==> config.mk <==
export PLATFORM = sky130hd
export DESIGN_NAME = apb5_requester
export DESIGN_NICKNAME = d
export VERILOG_FILES = /design/src/rtl/apb5_requester.sv
export SDC_FILE = /design/constraint.sdc
export NUM_CORES = 1
export LEC_CHECK = 0
export ABC_CLOCK_PERIOD_IN_PS = 2400
export CAP_MARGIN = 30
export CORE_UTILIZATION = 40
export CTS_BUF_LIST = sky130_fd_sc_hd__clkbuf_8 sky130_fd_sc_hd__clkbuf_16
export DETAILED_ROUTE_END_ITERATION = 8
export PLACE_DENSITY = 0.82
export RECOVER_POWER = 50
export SLEW_MARGIN = 20
export SYNTH_ARGS = -nofsm -noshare
export SYNTH_HDL_FRONTEND = slang
export SYNTH_SLANG_ARGS = --single-unit
==> constraint.sdc <==
create_clock -name pclk -period 2.4 [get_ports pclk]
set_input_delay 0.48 -clock pclk [delete_from_list [all_inputs] [get_ports pclk]]
set_output_delay 0.48 -clock pclk [all_outputs]
set_load 0.02 [all_outputs]
==> src/rtl/apb5_requester.sv <==
// APB5 requester: turns a valid/ready command into one APB5 transfer and
// returns a valid/ready response, aborting with a timeout if pready never rises.
module apb5_requester #(
  parameter int unsigned ADDR_WIDTH = 32,
  parameter int unsigned DATA_WIDTH = 32,
  parameter int unsigned TIMEOUT    = 255
) (
  input  logic                    pclk,
  input  logic                    presetn,
  input  logic                    cmd_valid,
  output logic                    cmd_ready,
  input  logic                    cmd_write,
  input  logic [ADDR_WIDTH-1:0]   cmd_addr,
  input  logic [DATA_WIDTH-1:0]   cmd_wdata,
  input  logic [DATA_WIDTH/8-1:0] cmd_strb,
  input  logic [2:0]              cmd_prot,
  output logic                    rsp_valid,
  input  logic                    rsp_ready,
  output logic [DATA_WIDTH-1:0]   rsp_rdata,
  output logic                    rsp_slverr,
  output logic                    rsp_timeout,
  output logic [ADDR_WIDTH-1:0]   paddr,
  output logic [2:0]              pprot,
  output logic                    pselx,
  output logic                    penable,
  output logic                    pwrite,
  output logic [DATA_WIDTH-1:0]   pwdata,
  output logic [DATA_WIDTH/8-1:0] pstrb,
  input  logic                    pready,
  input  logic [DATA_WIDTH-1:0]   prdata,
  input  logic                    pslverr,
  output logic                    pwakeup
);

  typedef enum logic [1:0] {
    IDLE   = 2'd0,
    SETUP  = 2'd1,
    ACCESS = 2'd2,
    RESP   = 2'd3
  } state_t;

  localparam logic [7:0] TMO = 8'(TIMEOUT);

  state_t     state;
  logic [7:0] wait_cnt;

  // All outputs are registered; each transition sets the values seen in the
  // destination state, so cmd_ready reads 1 only once IDLE has been entered.
  always_ff @(posedge pclk or negedge presetn) begin
    if (!presetn) begin
      state       <= IDLE;
      wait_cnt    <= '0;
      cmd_ready   <= 1'b0;
      rsp_valid   <= 1'b0;
      rsp_rdata   <= '0;
      rsp_slverr  <= 1'b0;
      rsp_timeout <= 1'b0;
      paddr       <= '0;
      pprot       <= '0;
      pselx       <= 1'b0;
      penable     <= 1'b0;
      pwrite      <= 1'b0;
      pwdata      <= '0;
      pstrb       <= '0;
      pwakeup     <= 1'b0;
    end else begin
      case (state)
        IDLE: begin
          cmd_ready <= 1'b1;
          pwakeup   <= cmd_valid;
          if (cmd_valid && cmd_ready) begin
            state     <= SETUP;
            cmd_ready <= 1'b0;
            pwakeup   <= 1'b1;
            pselx     <= 1'b1;
            penable   <= 1'b0;
            paddr     <= cmd_addr;
            pprot     <= cmd_prot;
            pwrite    <= cmd_write;
            pwdata    <= cmd_write ? cmd_wdata : '0;
            pstrb     <= cmd_write ? cmd_strb  : '0;
            wait_cnt  <= '0;
          end
        end

        SETUP: begin
          state   <= ACCESS;
          penable <= 1'b1;
        end

        ACCESS: begin
          // pready wins over an expiring counter in the same cycle
          if (pready) begin
            state       <= RESP;
            pselx       <= 1'b0;
            penable     <= 1'b0;
            rsp_valid   <= 1'b1;
            rsp_rdata   <= pwrite ? '0 : prdata;
            rsp_slverr  <= pslverr;
            rsp_timeout <= 1'b0;
          end else if (wait_cnt == TMO) begin
            state       <= RESP;
            pselx       <= 1'b0;
            penable     <= 1'b0;
            rsp_valid   <= 1'b1;
            rsp_rdata   <= '0;
            rsp_slverr  <= 1'b1;
            rsp_timeout <= 1'b1;
          end else begin
            wait_cnt <= wait_cnt + 8'd1;
          end
        end

        RESP: begin
          if (rsp_ready) begin
            state     <= IDLE;
            rsp_valid <= 1'b0;
            cmd_ready <= 1'b1;
            pwakeup   <= cmd_valid;
          end
        end

        default: state <= IDLE;
      endcase
    end
  end

endmodule
==> Word level (Yosys, flattened, before mapping) <==
Cells that the tools add are included.
{ "word_totals": {"out_inout_bits": 111, "inputBits": 110, "reg_bits": 121, "wordCells": 72} }
{ "op_classes": {"addsub": 1, "reduce_logical": 15, "n_eq_ne": 9, "muxes": 32} }
{ "op_table": {"columns": ["cell", "count"], "rows": [
  ["32-bit two-way mux", 4],
  ["8-bit two-way mux", 3],
  ["8-bit case mux with 2 select lines", 1],
  ["1-bit two-way mux", 13],
  ["3-bit AND reduction", 4],
  ["8-bit by 1-bit adder with 8-bit output, second input constant", 1],
  ["8-bit equality test, second input constant", 1],
  ["2-bit two-way mux", 4],
  ["2-bit != test, second input constant", 4],
  ["1-bit case mux with 2 select lines", 4],
  ["2-bit case mux with 4 select lines", 1],
  ["2-bit nonzero test", 4],
  ["2-bit AND reduction", 3],
  ["2-bit equality test, second input constant", 2],
  ["4-bit two-way mux", 1],
  ["4-bit AND reduction", 1],
  ["3-bit != test, second input constant", 1],
  ["1-bit case mux with 3 select lines", 1],
  ["3-bit nonzero test", 1],
  ["2-bit by 1-bit equality test with 1-bit output, second input constant", 1],
  ["2-bit zero test", 1],
  ["1-bit logical AND", 1]
]} }

==> Logic depth before layout (Yosys ltp) <==
Gate-level depths: netlist (run 1).
{ "depth": {"depth_word": 4, "mapped_depth": 8, "ltp_nobuf": 6} }

==> Worst setup path before layout (run 1) <==
Ideal clock, no wire load.
{ "synth_path": {"path_kind": "reg2reg", "startpoint": "register wait_cnt[0]", "endpoint": "register wait_cnt[0]", "n_path_buf": 1, "setup_time_ns": 0.069, "path_stages_with_launch": 7, "t_arrival_ns": 1.683, "required_ns": 2.331, "path_slack_ns": 0.648, "synth_period_minus_slack_ns": 1.752, "cell_sequence": "dfrtp_1 ha_1 and4_4 buf_6 a21o_4 or4_1 nand3_1"} }
{ "synth_between": {"elab_chain_len": 4, "word_cells_on_any_way": 7, "cone_classes": "add/sub: 1; eq/ne: 2; mux: 3; reduce/logical: 1"} }
{ "synth_lines": {"columns": ["element", "line", "text"], "rows": [
  ["start, declared", "45", "logic [7:0] wait_cnt;"],
  ["start signal, assigned", "110", "wait_cnt <= wait_cnt + 8'd1;"],
  ["8-bit by 1-bit adder with 8-bit output", "110", null],
  ["8-bit two-way mux", "101", "end else if (wait_cnt == TMO) begin"],
  ["8-bit two-way mux", "93", "if (pready) begin"],
  ["8-bit case mux with 2 select lines", "67", "case (state)"]
]} }
Several ways; a longest one is shown, not always the timed one. The select of a mux whose other input is x is not followed.
A chain may end at the register's enable or synchronous reset.

==> Worst setup path in the final report (run 1) <==
{ "layout_path": {"startpoint": "register state[0]", "endpoint": "register paddr[25]"} }
{ "layout_between": {"elab_chain_len": 2} }
{ "layout_lines": {"columns": ["element", "line", "text"], "rows": [
  ["start, declared", "44", "state_t state;"],
  ["start signal, assigned", "51", "state <= IDLE;"],
  ["start signal, assigned", "72", "state <= SETUP;"],
  ["start signal, assigned", "87", "state <= ACCESS;"],
  ["2-bit zero test", "67", null],
  ["2-bit AND reduction (no source line)", null, null],
  ["end signal, assigned", "77", "paddr <= cmd_addr;"],
  ["end, declared", "22", "output logic [ADDR_WIDTH-1:0] paddr,"]
]} }
No other way between the ends.

==> results of run 1 <==
[critical path: stages, from the launching register on]
cell and delay (ns):
dfrtp_1 0.39, inv_1 0.08, ha_1 0.32, nand3_4 0.10, clkbuf_4 0.67, mux2_2 0.41
[state kept, by name, summed over array words and instances, names as in the netlist, 2 cells and up]
signal,count
paddr,32
pprot,3
pstrb,4
pwdata,32
rsp_rdata,32
state,2
wait_cnt,8
[per-stage QoR]
| step | cells | power, mW | setup slack [ns] | area (sq um) |
|---|---|---|---|---|
| after global placement | 751 | 8.157 | 0.3317 | 7226 |
| after detailed placement | 751 | 8.347 | 0.2315 | 7226 |
| final | 783 | 10.76 | 0.2526 | 7795 |
| after floorplan | 405 | 5.913 | 0.6484 | 4843 |
| after global routing | 783 | 11.32 | 0.1088 | 7795 |
| after CTS | 783 | 10.88 | 0.3497 | 7814 |
[routing by layer]
metal | vias up | routed length [um] | global-route usage
met1 | 1948 | 5241 | 0.2621
met4 | 0 | 233 | 0.07733
met5 | - | 0 | 0
met2 | 151 | 6878 | 0.3710
met3 | 22 | 715 | 0.05292
li1 | 1881 | - | -
[kinds of logic after synthesis]
family / after synthesis / synth area share
buffers and inverters: 30 / 0.02712
AND/OR/NAND/NOR: 110 / 0.09765
multiplexers: 40 / 0.09274
AO/OA/AOI/OAI: 99 / 0.1444
flip-flops: 121 / 0.6252
adder cells (fa/ha/maj): 5 / 0.01292
[cells in the mapped netlist, drive strengths merged (2+ instances only)]
library cell,number
nor2,4
a211oi,3
ha,5
a31oi,3
a221o,4
nand3,8
o21ai,42
mux2,39
a22o,33
nand2,85
nor3,3
inv,4
a21oi,5
clkbuf,16
dfrtp,121
buf,10
nand4b,2
[cell usage in the layout, fill, tap and decap left out, types with 5 or more instances in the layout]
cell	n
a22o_1	33
clkbuf_16	17
clkdlybuf4s50_1	219
clkinv_2	5
dfrtp_1	121
ha_1	5
inv_1	8
mux2_2	39
nand2_1	84
nand3_1	7
o21ai_0	41
[path summary, 6_finish.rpt]
kind | from | endpoint | slack (ns) | cells after the start
max reg2reg | state[0] | paddr[25] | 0.25 | 5
min in group asynchronous | presetn | paddr[4] | 0.89 | 2
min reg2reg | pwdata[30] | pwdata[30] | 0.48 | 2
max | state[0] | paddr[25] | 0.25 | 5
min | pwdata[30] | pwdata[30] | 0.48 | 2
max in group asynchronous | presetn | rsp_rdata[4] | 0.43 | 3
[power groups by stage]
stage / combinational, mW / clock (mW) / sequential, mW
5_1_grt: 5.01 / 2.64 / 3.67
3_3_place_gp: 4.66 / 0 / 3.50
6_report: 4.75 / 2.48 / 3.53
3_5_place_dp: 4.80 / 0 / 3.55
4_1_cts: 4.81 / 2.52 / 3.54
2_1_floorplan: 1.39 / 0 / 4.52
[cell type report]
type	instances	area share
repair buffers	230	0.2945
clock inverters	13	0.01782
multi-input cells	254	0.2180
inverters	4	0.001926
clock buffers	18	0.05634
well taps	143	0.02295
flip-flops and latches	121	0.3884
==> results.tsv, run 1 <==
stage	metric	value	unit
finish	postLayoutCoreUtil	0.6712	
drt	viasPerCell	5.111	
timing	fin_crit_sh	0.8947	
pwr	p_clk_frac	0.230	
synth	async_flop_share	1.000	
synth	netlist.area_leader.share	0.6252	
drt	wirelength	13070	um
status	status	complete, but fails checks	
global_routing	grt_pass1_wl	20930	um
timing	worstMarginPinSlew	1.263	ns
worst_hold_path	min_path_type	reg -> reg	
clock_network	worstSkewPairLatency	0.40	ns
finish	fillers	873	
clock_network	clk_pin_slew_worst_paths	0.05	ns
finish	regArea	3028	sq um
synth	netlist_area	4843	sq um
clock_network	cts_resized	0	
synth	yosysSeqAreaShare	0.6252	
worst_setup_path	cp_max_fo	88	
synth	synth_edf_count	0	
worst_setup_path	worstPathRequired	2.68	ns
clock_network	cts_max_path_buffers	2	
timing	finalHoldViolCount	0	
global_routing	grt_max_degree	89	
pwr	switching_share	0.3501	
clock_network	cts_tree	done	
timing	fin_tns_setup	0	ns
die	start_util	0.4170	
timing	rsz0062_at_grt	false	
finish	nets	743	
synth	synthesis.nets	520	
die	ioPinCount	221	
finish	multi_input_area	1699	sq um
global_routing	grt_overflow	0	
drt	antenna_left	0	
clock_network	clkSinkCount	121	
clock_network	htree_levels	4	
timing	max_freq	465.7	MHz
die	die-area	12550	sq um
drt	wl_per_cell	16.69	um
die	die_h	112.0	um
placed_design	globalplace.congestion	0.7585	
drt	remaining_drc_errors	16	
drt	vias	4002	
timing	maxSlewViolCount	0	
clock_network	post_cts_buffers	0	
pwr	p_sw	3.767	mW
synth	syn_inst	405	
worst_setup_path	critical_path_class	reg -> reg	
pwr	power_frac_comb	0.442	
global_routing	grt_pass1_vias	4025	
pwr	pwr-share-seq	0.328	
die	die_x	112.0	um
placed_design	port_buffers	220	
drt	drtPass1Iterations	6	
clock_network	cts_made_buffers	17	
status	violations	design-rule violations	
synth	synth_area_leaders	dfrtp_1 63%, mux2_2 9.1%, nand2_1 6.5%	
synth	dominantRegCellSynth	dfrtp_1	
die	core-area	11610	sq um
timing	skew	0.01346	ns
synth	synthDistinctLibCells	40	
synth	synth_top_area_cell	dfrtp_1	
drt	initialDrtViolationCount	251	
pwr	p_int	6.994	mW
clock_network	hold_buffers	1	
timing	holdWs	0.4754	ns
clock_network	cts_root_buf	clkbuf_16	
global_routing	grtUsageTotal	0.2148	
timing	setup_viol	0	
global_routing	antenna_found_initial	0	
synth	synth-seq-cells	121	
timing	min_period	2.147	ns
pwr	power_density	1380	nW/um^2
pwr	p_leak	3.401	nW
flow_run	maxCapViolCount	0	
finish	diodes	0	
die	fp-row-count	39	
placed_design	place.detailed.hpwl	9429	um
worst_setup_path	cp_data_arrival_time	2.43	ns
finish	syn_to_final_growth	60.94	%
finish	drive_gt1_frac	0.1297	
synth	synth.avg_cell_area	11.96	sq um
pwr	ir_worst_vdd	0.0007624	V
worst_setup_path	start_kind	flip-flop	
synth	synth_warnings	0	
timing	maxSlewHeadroom	0.1581	
worst_setup_path	end_kind	flip-flop	
Note: power is estimated with default switching activity, not from simulation.
==> inputs of run 2 (changes only) <==
--- a/config.mk
+++ b/config.mk
@@ -9,6 +9,7 @@
 export CAP_MARGIN = 30
 export CORE_UTILIZATION = 40
 export CTS_BUF_LIST = sky130_fd_sc_hd__clkbuf_8 sky130_fd_sc_hd__clkbuf_16
+export CTS_CLUSTER_DIAMETER = 60
 export DETAILED_ROUTE_END_ITERATION = 8
 export PLACE_DENSITY = 0.82
 export RECOVER_POWER = 50
==> results of run 2 <==
Final layout, timing and power as in run 1 (identical DEF).
